## config.mk

```make
export PLATFORM = sky130hd
export DESIGN_NAME = adau_command_sequencer
export DESIGN_NICKNAME = d
export VERILOG_FILES = /design/src/rtl/adau_command_sequencer.sv
export SDC_FILE = /design/constraint.sdc
export NUM_CORES = 1
export LEC_CHECK = 0
export BUFFER_PORTS_ARGS = -buffer_cell sky130_fd_sc_hd__buf_2
export CAP_MARGIN = 20
export CELL_PAD_IN_SITES_DETAIL_PLACEMENT = 1
export CELL_PAD_IN_SITES_GLOBAL_PLACEMENT = 2
export CORE_ASPECT_RATIO = 1.4
export CORE_MARGIN = 10
export CORE_UTILIZATION = 32
export CTS_CLUSTER_DIAMETER = 100
export DETAILED_ROUTE_END_ITERATION = 7
export GPL_TIMING_DRIVEN = 0
export PLACE_DENSITY_LB_ADDON = 0.1
export SLEW_MARGIN = 20
export SYNTH_ARGS = -nofsm -noshare
export SYNTH_HDL_FRONTEND = slang
export SYNTH_SLANG_ARGS = --single-unit
export TNS_END_PERCENT = 10
```

## constraint.sdc

```tcl
create_clock -name clk -period 4.4 [get_ports clk]
set_clock_uncertainty 0.2 [all_clocks]
set_input_delay 0.44 -clock clk [delete_from_list [all_inputs] [get_ports clk]]
set_output_delay 0.44 -clock clk [all_outputs]
set_load 0.01 [all_outputs]
```

## src/rtl/adau_command_sequencer.sv

```systemverilog
// adau_command_sequencer
//   Reads a synchronous-read command table and sends each SEND payload to the
//   SPI master over a valid/ready handshake. Table opcodes are SEND, WAIT and
//   END. adau_init_done is raised only after the SPI master reports idle
//   following the last command. A start pulse in DONE replays the table.
//
//   Optional feature macro: ADAU_SEQ_WAIT_EN
//     defined   -> WAIT entries stall for payload[DELAY_WIDTH-1:0] cycles
//     undefined -> no delay counter and no WAIT state; a WAIT entry is skipped
//                  and behaves exactly like WAIT 0
module adau_command_sequencer #(
  parameter int CMD_WIDTH   = 32,
  parameter int NUM_CMDS    = 16,
  parameter int DELAY_WIDTH = 16
) (
  input  logic                        clk,
  input  logic                        reset,
  output logic [$clog2(NUM_CMDS)-1:0] table_addr,
  input  logic [CMD_WIDTH+1:0]        table_data,
  output logic [CMD_WIDTH-1:0]        command,
  output logic                        command_valid,
  input  logic                        spi_ready,
  input  logic                        start,
  output logic                        busy,
  output logic                        adau_init_done
);

  localparam int            AW       = $clog2(NUM_CMDS);
  localparam logic [AW-1:0] LAST_IDX = AW'(NUM_CMDS - 1);

  // The WAIT count is cut from the payload, so it cannot be wider than it.
  if (DELAY_WIDTH < 1 || DELAY_WIDTH > CMD_WIDTH) begin : g_bad_delay_width
    $error("adau_command_sequencer: DELAY_WIDTH must be in 1..CMD_WIDTH");
  end

  typedef enum logic [2:0] {
    S_FETCH  = 3'd0,
    S_DECODE = 3'd1,
    S_SEND   = 3'd2,
`ifdef ADAU_SEQ_WAIT_EN
    S_WAIT   = 3'd3,
`endif
    S_DRAIN  = 3'd4,
    S_DONE   = 3'd5
  } state_e;

  state_e                 state_q, state_d;
  logic [AW-1:0]          idx_q, idx_d;
  logic [CMD_WIDTH-1:0]   command_q, command_d;
  logic                   valid_q, valid_d;
  logic                   busy_q, busy_d;
  logic                   done_q, done_d;
`ifdef ADAU_SEQ_WAIT_EN
  logic [DELAY_WIDTH-1:0] cnt_q, cnt_d;
`endif

  logic [1:0]           opcode;
  logic [CMD_WIDTH-1:0] payload;
  logic [AW-1:0]        idx_inc;
  state_e               adv_state;

  assign opcode  = table_data[CMD_WIDTH+1:CMD_WIDTH];
  assign payload = table_data[CMD_WIDTH-1:0];
  assign idx_inc = idx_q + AW'(1);
  // The last table slot is an implicit END: leaving it always drains.
  assign adv_state = (idx_q == LAST_IDX) ? S_DRAIN : S_FETCH;

  // Next-state and next-output computation for the sequencer FSM.
  always_comb begin
    state_d   = state_q;
    idx_d     = idx_q;
    command_d = command_q;
    valid_d   = valid_q;
    busy_d    = busy_q;
    done_d    = done_q;
`ifdef ADAU_SEQ_WAIT_EN
    cnt_d     = cnt_q;
`endif
    case (state_q)
      S_FETCH: state_d = S_DECODE;

      S_DECODE: begin
        if (opcode[1]) begin
          state_d = S_DRAIN;
        end else if (!opcode[0]) begin
          command_d = payload;
          valid_d   = 1'b1;
          state_d   = S_SEND;
        end else begin
`ifdef ADAU_SEQ_WAIT_EN
          cnt_d = payload[DELAY_WIDTH-1:0];
          if (payload[DELAY_WIDTH-1:0] == '0) begin
            idx_d   = idx_inc;
            state_d = adv_state;
          end else begin
            state_d = S_WAIT;
          end
`else
          idx_d   = idx_inc;
          state_d = adv_state;
`endif
        end
      end

      // command/command_valid are held until the SPI master takes the word.
      S_SEND: begin
        if (spi_ready) begin
          valid_d = 1'b0;
          idx_d   = idx_inc;
          state_d = adv_state;
        end
      end

`ifdef ADAU_SEQ_WAIT_EN
      // Leaving on a count of 1 makes WAIT n occupy exactly n cycles here.
      S_WAIT: begin
        cnt_d = cnt_q - DELAY_WIDTH'(1);
        if (cnt_q == DELAY_WIDTH'(1)) begin
          idx_d   = idx_inc;
          state_d = adv_state;
        end
      end
`endif

      // Last word may still be shifting out; done only once SPI is idle.
      S_DRAIN: begin
        if (spi_ready) begin
          done_d  = 1'b1;
          busy_d  = 1'b0;
          state_d = S_DONE;
        end
      end

      S_DONE: begin
        if (start) begin
          done_d  = 1'b0;
          busy_d  = 1'b1;
          idx_d   = '0;
          state_d = S_FETCH;
        end
      end

      default: state_d = S_FETCH;
    endcase
  end

  // State and registered outputs; async reset drops any in-flight command.
  always_ff @(posedge clk or negedge reset) begin
    if (!reset) begin
      state_q   <= S_FETCH;
      idx_q     <= '0;
      command_q <= '0;
      valid_q   <= 1'b0;
      busy_q    <= 1'b1;
      done_q    <= 1'b0;
`ifdef ADAU_SEQ_WAIT_EN
      cnt_q     <= '0;
`endif
    end else begin
      state_q   <= state_d;
      idx_q     <= idx_d;
      command_q <= command_d;
      valid_q   <= valid_d;
      busy_q    <= busy_d;
      done_q    <= done_d;
`ifdef ADAU_SEQ_WAIT_EN
      cnt_q     <= cnt_d;
`endif
    end
  end

  assign table_addr     = idx_q;
  assign command        = command_q;
  assign command_valid  = valid_q;
  assign busy           = busy_q;
  assign adau_init_done = done_q;

endmodule
```

==> results of run 1 <==
==> logic make-up (layout without fill, tap and decap cells) <==
group	Yosys count	count (layout)	share of synthesized area
compound gates	17	17	0.0751
flops	42	42	0.580
mux	34	34	0.212
buf+inv	12	96	0.0420
simple gates	23	23	0.0841
fa+ha+maj	1	1	0.00689
==> state kept, by name (all words and copies together) (netlist names) <==
| register | count |
|---|---|
| command | 32 |
| adau_init_done | 1 |
| command_valid | 1 |
| busy | 1 |
| table_addr | 4 |
| state_q | 3 |
==> through the flow <==
stage          power, mW   util  worst slack (ps)
3_3_place_gp        1.40  0.413              2390
5_1_grt             1.91  0.438              2270
4_1_cts             1.82  0.438              2360
2_1_floorplan       1.13      -              2560
6_report            1.78  0.438              2400
3_5_place_dp        1.44  0.413              2330
==> synth_stat cells, drive strengths merged, types with 2 or more instances <==
cell type and count:
dfrtp 41, mux2 33, inv 6, buf 5, nand3 5, nor2 5, nand2 4, a21oi 3
a31oi 3, o21ai 3, nand3b 2, nor3 2
==> layer usage <==
| layer | wire, microns | part of all wire | track usage | up-vias |
|---|---|---|---|---|
| met4 | 60 | 0.012 | 0.0324 | 0 |
| met1 | 1790 | 0.37 | 0.107 | 675 |
| met3 | 430 | 0.088 | 0.0515 | 5 |
| li1 | - | - | - | 626 |
| met2 | 2600 | 0.53 | 0.189 | 47 |
| met5 | 0 | 0 | 0 | - |
==> path summary, 6_finish.rpt <==
| kind | startpoint | end | slack (ps) | depth (start not counted) |
|---|---|---|---|---|
| worst min-delay path | reset | state_q[0]$_DFFE_PN0P_ | 80 | 1 |
| worst max-delay path | state_q[1]$_DFFE_PN0P_ | command[3]$_DFFE_PN0P_ | 2400 | 4 |
| min in group clk | table_data[18] | command[18]$_DFFE_PN0P_ | 170 | 2 |
| worst max register to register | state_q[1]$_DFFE_PN0P_ | command[3]$_DFFE_PN0P_ | 2400 | 4 |
| worst min register to register | command[22]$_DFFE_PN0P_ | command[22]$_DFFE_PN0P_ | 300 | 1 |
| max in group asynchronous | reset | command[1]$_DFFE_PN0P_ | 3340 | 1 |
==> cell type report <==
class | instances | area share
plain buffers | 6 | 0.0222
clock buffers | 5 | 0.0285
clock inverters | 3 | 0.0285
inverters | 6 | 0.00931
multi-input cells | 75 | 0.284
flip-flops and latches | 42 | 0.435
well taps | 68 | 0.0352
repair buffers | 76 | 0.157
==> critical path, stage by stage, from the launching register on <==
cell,delay (ps)
dfrtp_1,460
nand2b_4,200
nor4_4,450
buf_6,230
mux2_2,340
==> report_power, final <==
group | internal, mW | switching (mW)
clock | 0.227 | 0.139
sequential | 0.576 | 0.111
combinational | 0.361 | 0.363
==> impl_metrics.json, run 1 <==
{
  "period_needed_ps": 2000,
  "drc_errors": 0,
  "coreArea_sq_um": 5530,
  "dp_hpwl_mm": 3.90,
  "drive_gt1_frac": 0.596,
  "placed_cells": 273,
  "port_buffers": 76,
  "critPathKind": "reg -> reg",
  "drtPass1Iterations": 4,
  "ir_drop_v": 0.000315,
  "max_freq_mhz": 500,
  "register_area_sq_um": 1050,
  "cts_hold_buf": 0,
  "ys_ff_latch": 42,
  "netlist.area_leader.share": 0.565,
  "tightest_slew_ps": 930,
  "dieHeight_microns": 109,
  "grt_pass1_vias": 1596,
  "layout_common_cells": "buf_2 (77), dfrtp_1 (41), mux2_2 (30), inv_1 (6)",
  "grt_pass1_wl_mm": 7.85,
  "path_clk_slew_ps": 80,
  "async_flop_share": 1.00,
  "clkLatencyLatePin_ps": 290,
  "cts_max_level": 2,
  "rsz0062_at_grt": "false",
  "finalSetupTns_ps": 0,
  "ioPinCount": 77,
  "dieArea_sq_um": 9130,
  "ctsResizeCount": 0,
  "syn_nets": 168,
  "multi_input_area_sq_um": 687,
  "antenna_found_initial": 0,
  "synth_top_cell_by_area": "dfrtp_1",
  "fin_hold_ws_ps": 79.7,
  "powerDensity_nw_per_um2": 734,
  "outcome": "finished clean",
  "synth_area_leaders": "dfrtp_1 (57%), mux2_2 (19%), buf_6 (2.5%)",
  "rows": 32,
  "fin_nets": 251,
  "cts_root_buf": "clkbuf_8",
  "synth_flop_cell": "dfrtp_1",
  "synth_area_sq_um": 1820,
  "synth_edf_count": 0,
  "place.gp.congestion": 0.716,
  "maxCapViolations": 0,
  "drtIter0Drc": 34,
  "cp_data_arrival_time_ps": 1980,
  "num_vias": 1353,
  "grt_usage": 0.106,
  "finalNonFillerCells": 281,
  "area_growth_pct": 33.2,
  "start_kind": "flip-flop",
  "critical_path.endpoint_type": "flip-flop",
  "cts_tree": "yes",
  "relSlewSlack": 0.380,
  "clockBufferDepth": 2,
  "grt_overflow": 0,
  "grt_max_degree": 43,
  "hold_viol_final": 0,
  "initial_core_util": 0.329,
  "drt_wl_total_mm": 4.89,
  "wire_per_inst_microns": 17.4,
  "n_antenna_cell": 0,
  "setup_viol": 0,
  "fill_cells": 642,
  "final_common_cell": "buf_2",
  "critPathMaxFanout": 10,
  "numCtsBuffers": 5,
  "final_area_sq_um": 2420,
  "drv_slew": 0,
  "worstPathRequired_ps": 4380,
  "fin_crit_sh": 0.454,
  "synthCells": 129,
  "final_antenna_net_count": 0,
  "postCtsSetupBuffers": 0,
  "hold_class": "in -> async",
  "avgSynthCellArea_sq_um": 14.1,
  "dpl_cell_area_sq_um": 2280,
  "detail_route.vias_per_cell": 4.81,
  "ys.warnings.count": 0,
  "p_leak_nw": 1.18,
  "chipWidth_microns": 83.7,
  "synth.distinct_cells": 33,
  "ys_seq_area_frac": 0.580,
  "clock_sinks": 42
}
(Power assumes the default switching activity.)
==> run 2: changes to the inputs <==
Settings changed: ABC_AREA from default to 1, CORE_UTILIZATION 32 to 26.
Clock period 4.4 ns to 2 ns, I/O delays scaled along.
==> impl_metrics.json, run 2 <==
{
  "power_switching_mw": 1.45,
  "largest_reg_flops": 32,
  "clock_sinks": 42,
  "dieHeight_microns": 120,
  "rsz0062_at_grt": "false",
  "path_buf_inv": 2,
  "drtPass1Iterations": 4,
  "cts_max_level": 2,
  "synth_top_family_by_area": "simple AND/OR/NAND/NOR gates",
  "critPathMaxFanout": 10,
  "final_common_cell": "nand2_1",
  "rows": 36,
  "n_antenna_cell": 0,
  "critPathTopFamily": "simple AND/OR/NAND/NOR gates",
  "initial_core_util": 0.266,
  "p_leak_nw": 1.62,
  "detail_route.vias_per_cell": 4.07,
  "synth-compound-area-share": 0.00606,
  "drt_wl_total_mm": 5.76,
  "cp_data_arrival_time_ps": 1590,
  "start_kind": "flip-flop",
  "synth_flop_cell": "dfrtp_1",
  "grt_max_degree": 43,
  "chipWidth_microns": 91.4,
  "synth_most_common_cell": "nand2_1",
  "utilization": 0.402,
  "fin_nets": 377,
  "cp_cell_sequence": "nor2_2 -> nand3b_4 -> nor2_8 -> inv_4 -> buf_6 -> nand2_1 -> nand2_1",
  "path_clk_slew_ps": 80,
  "r2r-start": "state_q[2]$_DFFE_PN0P_",
  "slowest_stage": "dfrtp_1",
  "p_comb_frac": 0.413,
  "max_freq_mhz": 623,
  "synth_edf_count": 0,
  "postCtsSetupBuffers": 0,
  "maxCapViolations": 0,
  "ys_ff_latch": 42,
  "ys.warnings.count": 0,
  "dp_hpwl_mm": 4.11,
  "powerDensity_nw_per_um2": 1320,
  "port_buffers": 76,
  "hold_viol_final": 0,
  "grt_usage": 0.111,
  "synth.area.mux_share": 0,
  "synth_xor_area_frac": 0,
  "period_needed_ps": 1610,
  "worstPathRequired_ps": 1990,
  "cts_tree": "yes",
  "drv_slew": 0,
  "hp-start": "spi_ready",
  "async_flop_share": 1.00,
  "synthCells": 221,
  "ff2ff_setup_slack_ps": 390,
  "hold-path-endpoint": "state_q[2]$_DFFE_PN0P_",
  "dp_slack_ps": 388,
  "critical_path.endpoint_type": "flip-flop",
  "placed_cells": 392,
  "internal-power_mw": 2.25,
  "fin_hold_ws_ps": 35.0,
  "clkPwrFrac": 0.182,
  "finalSetupTns_ps": 0,
  "dieArea_sq_um": 11000,
  "synth_area_leaders": "dfrtp_1 (55%), nand2_1 (26%), buf_6 (3.0%)",
  "hold_path_depth": 4,
  "fin_crit_sh": 0.803,
  "synth-simple-area-share": 0.355,
  "avgSynthCellArea_sq_um": 8.41,
  "grt_pass1_vias": 1991,
  "ioPinCount": 77,
  "clockBufferDepth": 2,
  "cp_slowest_stage_delay_ps": 450,
  "final_antenna_net_count": 0,
  "drive_gt1_frac": 0.292,
  "worst_slack_ps": 394,
  "numCtsBuffers": 5,
  "critPathKind": "reg -> reg",
  "rr_worst_depth": 7,
  "hold_class": "in -> reg",
  "cp_common_cell": "nand2_1",
  "drtIter0Drc": 52,
  "setup_viol": 0,
  "num_vias": 1768,
  "ys_seq_area_frac": 0.566,
  "outcome": "finished clean",
  "relSlewSlack": 0.629,
  "crit-reg2reg-capture": "command[9]$_DFFE_PN0P_",
  "pwr-share-seq": 0.405,
  "syn_nets": 260,
  "netlist.area_leader.share": 0.552,
  "synthAdderAreaFrac": 0.00673,
  "layout_common_cells": "nand2_1 (129), buf_2 (75), dfrtp_1 (41), dlygate4sd3_1 (34), inv_1 (14)",
  "place.gp.congestion": 0.733,
  "cts_root_buf": "clkbuf_8",
  "coreArea_sq_um": 6980,
  "synth_area_sq_um": 1860,
  "tightest_slew_ps": 557,
  "finalNonFillerCells": 434,
  "antenna_found_initial": 0,
  "clkLatencyLatePin_ps": 290,
  "swShare": 0.392,
  "area_growth_pct": 51.0,
  "synth.distinct_cells": 20,
  "grt_pass1_wl_mm": 9.87,
  "grt_overflow": 0,
  "wire_per_inst_microns": 13.3,
  "synth_top_cell_by_area": "dfrtp_1",
  "drc_errors": 0,
  "synth_commonest_cells": "nand2_1 (129), dfrtp_1 (41), inv_1 (14)",
  "ir_drop_v": 0.000420
}
[run 2: worst max-delay path by stage]
| stage | startpoint | end | slack, ps | cells past startpoint |
|---|---|---|---|---|
| 2_1_floorplan | state_q[2]$_DFFE_PN0P_ | command[0]$_DFFE_PN0P_ | 540 | 7 |
| 3_3_place_gp | state_q[2]$_DFFE_PN0P_ | command[29]$_DFFE_PN0P_ | 400 | 7 |
| 3_5_place_dp | state_q[2]$_DFFE_PN0P_ | command[31]$_DFFE_PN0P_ | 390 | 7 |
| 4_1_cts | state_q[2]$_DFFE_PN0P_ | command[9]$_DFFE_PN0P_ | 380 | 7 |
| 5_1_grt | state_q[2]$_DFFE_PN0P_ | command[30]$_DFFE_PN0P_ | 260 | 7 |
| 6_report | state_q[2]$_DFFE_PN0P_ | command[9]$_DFFE_PN0P_ | 390 | 7 |
[run 2: cell families (layout without fill, tap and decap cells)]
family	Yosys count	count (layout)
buf+inv	21	139
compound gates	2	2
simple gates	155	155
fa+ha+maj	1	1
flops	42	42
[run 2: routing by layer]
layer / part of all wire / wire length, microns / track usage / up-vias
li1: - / - / - / 897
met1: 0.38 / 2200 / 0.114 / 816
met2: 0.53 / 3040 / 0.201 / 49
met3: 0.075 / 434 / 0.0418 / 6
met4: 0.015 / 87 / 0.0383 / 0
met5: 0 / 0 / 0 / -
[run 2: worst register-to-register path: stages, from the launching register on]
cell and delay [ps]:
dfrtp_1 450, nor2_2 210, nand3b_4 130, nor2_8 180, inv_4 80, buf_6 140
nand2_1 70, nand2_1 50
[run 2: final cells by class]
type | instances | area [sq um]
multi-input combinational | 158 | 683
tap | 95 | 119
clock inverter | 1 | 30.0
clock buffer | 7 | 76.3
fill | 840 | 4180
buffer | 6 | 63.8
sequential | 42 | 1050
timing repair buffer | 110 | 723
inverter | 15 | 58.8
[run 2: power by group through the flow]
| stage | clock (mW) | sequential [mW] | combinational (mW) |
|---|---|---|---|
| after floorplan | 0 | 1.66 | 0.718 |
| after global placement | 0 | 1.51 | 1.51 |
| after detailed placement | 0 | 1.51 | 1.53 |
| after CTS | 0.709 | 1.50 | 1.58 |
| after global routing | 0.754 | 1.56 | 1.77 |
| final | 0.673 | 1.50 | 1.53 |
[run 2: repair_timing]
item	4_1_cts	5_1_grt
hold buffers	34	0
gates resized for setup	0	0
endpoints found under the hold margin	74	0
setup endpoints to repair	0	0
[run 2: stage by stage]
stage	area, sq um	total power, mW
floorplan	1860	2.38
global placement	2360	3.02
detailed placement	2360	3.04
CTS	2800	3.79
global route	2810	4.09
finish	2810	3.70
